$ cat config.mk
export PLATFORM = sky130hd
export DESIGN_NAME = display_multiplexado_flat
export DESIGN_NICKNAME = d
export VERILOG_FILES = /design/src/rtl/display_multiplexado_if.sv /design/src/rtl/display_multiplexado.sv /design/src/flat_wrapper.sv
export SDC_FILE = /design/constraint.sdc
export NUM_CORES = 1
export LEC_CHECK = 0
export BUFFER_PORTS_ARGS = -buffer_cell sky130_fd_sc_hd__buf_2
export CAP_MARGIN = 20
export CORE_MARGIN = 4
export CORE_UTILIZATION = 50
export CTS_CLUSTER_SIZE = 8
export DETAILED_ROUTE_END_ITERATION = 10
export GPL_TIMING_DRIVEN = 0
export HOLD_SLACK_MARGIN = 0.15
export PLACE_DENSITY = 0.74
export SLEW_MARGIN = 10
export SYNTH_ARGS = -nofsm -noshare
export SYNTH_HDL_FRONTEND = slang
export SYNTH_SLANG_ARGS = --single-unit
export TNS_END_PERCENT = 30
$ cat constraint.sdc
create_clock -name clk -period 2.3 [get_ports clk]
set_input_delay 0 -clock clk [delete_from_list [all_inputs] [get_ports clk]]
set_output_delay 0 -clock clk [all_outputs]
set_load 0.02 [all_outputs]
$ cat src/rtl/display_multiplexado_if.sv
// rtl/display_multiplexado_if.sv - digit data, control and pin bundle of the multiplexed display driver
//
// Signals:
//   dados        packed digits, [3:0] is digit 0 (rightmost)
//   carregar     load strobe for the shadow register
//   modo_hex     1 = hexadecimal decode, 0 = decimal decode
//   apagar_zeros leading-zero blanking enable
//   piscar       per-digit blink enable
//   segmentos    segment pins {a,b,c,d,e,f,g}
//   anodos       one-hot digit enable pins
// master: the control logic driving the display; slave: the display driver.
interface display_multiplexado_if #(
    parameter int N_DIGITOS = 4
);
    logic [4*N_DIGITOS-1:0] dados;
    logic                   carregar;
    logic                   modo_hex;
    logic                   apagar_zeros;
    logic [N_DIGITOS-1:0]   piscar;
    logic [6:0]             segmentos;
    logic [N_DIGITOS-1:0]   anodos;

    modport master (
        output dados, carregar, modo_hex, apagar_zeros, piscar,
        input  segmentos, anodos
    );

    modport slave (
        input  dados, carregar, modo_hex, apagar_zeros, piscar,
        output segmentos, anodos
    );
endinterface

$ cat src/rtl/display_multiplexado.sv
// rtl/display_multiplexado.sv - time-multiplexed N-digit 7-segment display driver
//
// Ports:
//   clk    system clock
//   rst_n  synchronous active-low reset
//   bus    display_multiplexado_if.slave: dados/carregar/modo_hex/apagar_zeros/piscar in,
//          segmentos/anodos out (both registered)
// Each digit is held for DIV_VARREDURA cycles: one dead cycle with everything off,
// then DIV_VARREDURA-1 lit cycles. Digits blink with a half-period of QUADROS_PISCA frames.
module display_multiplexado #(
    parameter int N_DIGITOS     = 4,
    parameter int DIV_VARREDURA = 50000,
    parameter int QUADROS_PISCA = 64,
    parameter int ATIVO_BAIXO   = 0
) (
    input  logic                    clk,
    input  logic                    rst_n,
    display_multiplexado_if.slave   bus
);
    localparam int CW = $clog2(DIV_VARREDURA);
    localparam int DW = $clog2(N_DIGITOS);
    localparam int QW = (QUADROS_PISCA > 1) ? $clog2(QUADROS_PISCA) : 1;

    localparam logic [CW-1:0] CONT_MAX   = CW'(DIV_VARREDURA - 1);
    localparam logic [DW-1:0] DIG_MAX    = DW'(N_DIGITOS - 1);
    localparam logic [QW-1:0] QUADRO_MAX = QW'(QUADROS_PISCA - 1);

    logic [4*N_DIGITOS-1:0] shadow;
    logic [CW-1:0]          cont;
    logic [DW-1:0]          dig;
    logic [QW-1:0]          quadro;
    logic                   fase;

    // Logical (active-high) output registers; polarity is applied after them.
    logic [6:0]             seg_q;
    logic [N_DIGITOS-1:0]   an_q;

    logic [6:0]             seg_next;
    logic [N_DIGITOS-1:0]   an_next;
    logic [3:0]             digitos [N_DIGITOS];
    logic [N_DIGITOS-1:0]   zero_acima;

    function automatic logic [6:0] decodifica(input logic [3:0] v, input logic hex);
        logic [6:0] s;
        case (v)
            4'h0: s = 7'b1111110;
            4'h1: s = 7'b0110000;
            4'h2: s = 7'b1101101;
            4'h3: s = 7'b1111001;
            4'h4: s = 7'b0110011;
            4'h5: s = 7'b1011011;
            4'h6: s = 7'b1011111;
            4'h7: s = 7'b1110000;
            4'h8: s = 7'b1111111;
            4'h9: s = 7'b1110011;
            4'hA: s = 7'b1110111;
            4'hB: s = 7'b0011111;
            4'hC: s = 7'b1001110;
            4'hD: s = 7'b0111101;
            4'hE: s = 7'b1001111;
            default: s = 7'b1000111;
        endcase
        // Decimal mode shows nothing for the letter codes.
        if (!hex && v > 4'h9) begin
            s = 7'b0000000;
        end
        return s;
    endfunction

    // zero_acima[i] = digit i and every digit above it are zero.
    always_comb begin
        for (int i = 0; i < N_DIGITOS; i++) begin
            digitos[i] = shadow[4*i +: 4];
        end
        zero_acima = '0;
        zero_acima[N_DIGITOS-1] = (digitos[N_DIGITOS-1] == 4'h0);
        for (int i = N_DIGITOS - 2; i >= 0; i--) begin
            zero_acima[i] = zero_acima[i+1] && (digitos[i] == 4'h0);
        end
    end

    always_comb begin
        seg_next = 7'b0000000;
        an_next  = '0;
        if (cont != '0) begin
            an_next[dig] = 1'b1;
            seg_next     = decodifica(digitos[dig], bus.modo_hex);
            // Digit 0 is exempt so an all-zero value still shows "0".
            if (bus.apagar_zeros && (dig != '0) && zero_acima[dig]) begin
                seg_next = 7'b0000000;
            end
            if (fase && bus.piscar[dig]) begin
                seg_next = 7'b0000000;
            end
        end
    end

    always_ff @(posedge clk) begin
        if (!rst_n) begin
            shadow <= '0;
            cont   <= '0;
            dig    <= '0;
            quadro <= '0;
            fase   <= 1'b0;
            seg_q  <= '0;
            an_q   <= '0;
        end else begin
            if (bus.carregar) begin
                shadow <= bus.dados;
            end
            seg_q <= seg_next;
            an_q  <= an_next;
            if (cont == CONT_MAX) begin
                cont <= '0;
                if (dig == DIG_MAX) begin
                    dig <= '0;
                    if (quadro == QUADRO_MAX) begin
                        quadro <= '0;
                        fase   <= ~fase;
                    end else begin
                        quadro <= quadro + 1'b1;
                    end
                end else begin
                    dig <= dig + 1'b1;
                end
            end else begin
                cont <= cont + 1'b1;
            end
        end
    end

    assign bus.segmentos = (ATIVO_BAIXO != 0) ? ~seg_q : seg_q;
    assign bus.anodos    = (ATIVO_BAIXO != 0) ? ~an_q  : an_q;
endmodule
$ cat src/flat_wrapper.sv
// flat-port wrapper written by rule: the top's interface ports become plain ports
module display_multiplexado_flat 
#(
    parameter int N_DIGITOS     = 4,
    parameter int DIV_VARREDURA = 50000,
    parameter int QUADROS_PISCA = 64,
    parameter int ATIVO_BAIXO   = 0
)
  (clk, rst_n, bus_dados, bus_carregar, bus_modo_hex, bus_apagar_zeros, bus_piscar, bus_segmentos, bus_anodos);
  display_multiplexado_if #(.N_DIGITOS(N_DIGITOS)) bus_i ();
  input  logic clk;
  input  logic rst_n;
  input wire logic [$bits(bus_i.dados)-1:0] bus_dados;
  input wire logic [$bits(bus_i.carregar)-1:0] bus_carregar;
  input wire logic [$bits(bus_i.modo_hex)-1:0] bus_modo_hex;
  input wire logic [$bits(bus_i.apagar_zeros)-1:0] bus_apagar_zeros;
  input wire logic [$bits(bus_i.piscar)-1:0] bus_piscar;
  output wire logic [$bits(bus_i.segmentos)-1:0] bus_segmentos;
  output wire logic [$bits(bus_i.anodos)-1:0] bus_anodos;
  assign bus_i.dados = bus_dados;
  assign bus_i.carregar = bus_carregar;
  assign bus_i.modo_hex = bus_modo_hex;
  assign bus_i.apagar_zeros = bus_apagar_zeros;
  assign bus_i.piscar = bus_piscar;
  assign bus_segmentos = bus_i.segmentos;
  assign bus_anodos = bus_i.anodos;
  display_multiplexado #(.N_DIGITOS(N_DIGITOS), .DIV_VARREDURA(DIV_VARREDURA), .QUADROS_PISCA(QUADROS_PISCA), .ATIVO_BAIXO(ATIVO_BAIXO)) u_core (.clk(clk), .rst_n(rst_n), .bus(bus_i));
endmodule
==> results.py <==
metrics = {
    "setup_path": {
        "cp-startpoint": "u_core.dig[0]",
        "start_kind": "flip-flop",
        "critical_path.max_fanout": 8,
        "worstPathRequired_ns": 2.51,
        "worstSetupPathType": "reg -> reg",
        "cp.arrival_ns": 2.47,
        "crit_path_end_kind": "flip-flop",
        "reg2reg_from": "u_core.dig[0]",
    },
    "clocking": {
        "cts-buffers-inserted": 5,
        "cts_root_buf": "clkbuf_8",
        "clk_latency_ns": 0.31,
        "ctsLongestPathBuffers": 2,
        "cts_tree": "built",
        "numClockSinks": 52,
        "cts.reportedPaths.clkPinSlew_ns": 0.10,
        "cts_max_level": 2,
    },
    "layout": {
        "drive_gt1_share_pct": 21.5,
        "layout.nets": 373,
        "area_delta_synth_final_pct": 22.5,
        "final_util_pct": 63.0,
        "finish.instance_area_um2": 3200,
        "diodes": 0,
    },
    "synth": {
        "ys_types": 46,
        "ys_seq_area_share_pct": 39.9,
        "ys.flop_type": "dfxtp_1",
        "syn_avg_cell_area_um2": 9.50,
        "syn-num-nets": 314,
        "yosysWarnings": 0,
        "synth_area_um2": 2610,
        "synth_edf_count": 0,
        "ys_seq_elements": 52,
        "syn_inst": 275,
        "async_flop_share_pct": 0,
    },
    "route": {
        "drt_first_pass_iters": 4,
        "avgRoutedWirePerCell_um": 13.9,
        "vias_per_cell": 5.43,
        "drtAntennaViolNets": 0,
        "drt-initial-drc-count": 108,
        "remaining_drc_errors": 0,
        "routed_wl_mm": 5.64,
        "via_count": 2199,
    },
    "timing": {
        "worstMarginPinSlew_ns": 0.755,
        "rsz0062_at_grt": "true",
        "fin_ws_ns": 0.0432,
        "finalCritPeriodShare_pct": 98.1,
        "final_max_slew_viol_count": 0,
        "totalNegativeSetupSlack_ns": 0,
        "slew-limit-headroom_pct": 49.6,
        "final-setup-viol-count": 0,
        "clock_skew_ns": 0.00968,
        "hold_violations": 0,
        "period_needed_ns": 2.26,
        "fmaxAchievable_ghz": 0.443,
    },
    "worst_hold_path": {
        "min_from": "bus_carregar",
        "min_path_type": "in -> reg",
    },
    "global_route": {
        "antenna_found_initial": 0,
        "grt_max_degree": 18,
        "grt_pass1_vias": 2078,
        "grt-ovfl-total": 0,
        "grt_use_total_pct": 19.2,
        "grt_pass1_wl_mm": 9.90,
    },
    "placement": {
        "placed_cell_area_um2": 2870,
        "dpl_worst_slack_ns": -0.114,
        "routabilityCongestion": 0.860,
        "numPortBuffers": 34,
        "hpwl_mm": 4.00,
    },
    "floorplanning": {
        "die_area_um2": 6440,
        "core_region_area_um2": 5070,
        "num_rows": 26,
        "dieHeight_um": 80.3,
        "start_util_pct": 51.5,
        "die_width_um": 80.3,
        "ioPinCount": 36,
    },
    "pwr": {
        "power_leakage_uw": 0.00129,
        "vdd_drop_max_mv": 0.397,
        "finalPower_uw": 1840,
        "powerDensity_nw_per_um2": 575,
    },
    "outcome": {
        "status": "complete, no violations",
    },
    "run": {
        "drv_cap": 0,
    },
}
metal layers:
| metal | share of wire (%) | GRT usage, % |
|---|---|---|
| met1 | 47 | 25.9 |
| met2 | 46 | 31.0 |
| met3 | 4.9 | 4.15 |
| met4 | 1.3 | 5.24 |
| met5 | 0 | 0 |
cell usage in the layout, fill, tap and decap left out, drive strengths merged, types with 5 or more instances in the layout:
cell,n
xnor2,5
mux2i,17
nand4,6
xor2,6
inv,16
dlygate4sd3,17
and3,5
ha,14
a21oi,12
nor4,7
a2111oi,6
o21ai,8
nand2,9
clkbuf,13
nand3,12
and2,6
dfxtp,52
mux4,5
nor2,31
nor3,6
buf,41
path summary, 6_finish.rpt:
kind                                                end  slack, ns  depth (start not counted)
worst min register to register           u_core.cont[0]       0.48                          1
worst max register to register  u_core.bus.segmentos[5]       0.04                          8
worst min-delay path                   u_core.shadow[6]       0.17                          3
worst max-delay path            u_core.bus.segmentos[5]       0.04                          8
worst max-delay path, cell delays in order, from the launching register on:
cell and delay [ns]:
dfxtp_1 0.38, buf_4 0.19, mux4_2 0.57, inv_2 0.12, ha_1 0.19, nor2_1 0.07, o211ai_2 0.18, nand3_4 0.16
a2111oi_2 0.31
registers in the layout, indices dropped and copies added (netlist names):
name,cells
u_core.shadow,16
u_core.cont,16
u_core.dig,2
u_core.fase,1
u_core.bus.anodos,4
u_core.quadro,6
u_core.bus.segmentos,7
synthesized netlist by cell type (4+ instances only):
library cell  instances  share of area (%)
a21oi_1              12                2.3
and2_1                6                1.4
and3_1                5                1.2
clkbuf_1              8                1.2
dfxtp_1              52                 40
ha_1                 14                6.7
inv_1                15                2.2
mux2i_1              17                6.5
mux4_2                5                4.3
nand2_1               9                1.3
nand3_1              11                2.1
nand4_1               6                1.4
nor2_1               31                4.5
nor2b_1               4               0.96
nor3_1                6                1.2
nor4_1                6                1.4
o21a_1                4                1.2
o21ai_0               7                1.3
or3_1                 4               0.96
or4_1                 4                1.2
xnor2_1               5                1.7
xor2_1                6                2.0
through the flow:
| stage | std cells | hold WS (ns) |
|---|---|---|
| 2_1_floorplan | 275 | 0.118 |
| 3_3_place_gp | 379 | 0.235 |
| 3_5_place_dp | 379 | 0.246 |
| 4_1_cts | 405 | 0.164 |
| 5_1_grt | 405 | 0.201 |
| 6_report | 405 | 0.166 |
cell type report:
type | count | area, µm²
Inverter | 15 | 56.3
Clock inverter | 3 | 46.3
Timing Repair Buffer | 52 | 348
Sequential cell | 52 | 1040
Fill cell | 442 | 1880
Clock buffer | 5 | 68.8
Buffer | 14 | 75.1
Tap cell | 70 | 87.6
Multi-Input combinational cell | 194 | 1480
power breakdown:
group	switching, µW	internal (µW)	total, µW
logic	124	116	240
registers	22.1	936	958
clock network	315	328	643
total	461	1380	1840
what timing repair did:
| item | 4_1_cts | 5_1_grt |
|---|---|---|
| cloned | 0 | 0 |
| pin swaps | 1 | 0 |
| hold buffers | 17 | 0 |
| endpoints found under the setup margin | 16 | 19 |
| endpoints found under the hold margin | 27 | 0 |
| setup buffers | 1 | 0 |
| gates resized for setup | 8 | 4 |
cells by family after synthesis:
logic type,share of synthesized area (%)
and+or+nand+nor,21.4
DFF,39.9
AOI/OAI and AO/OA,11.8
buffers and inverters,4.89
muxes,11.7
adders and majority gates,6.71
xor gates and xnor gates,3.69
Note: power is estimated with default switching activity, not from simulation.
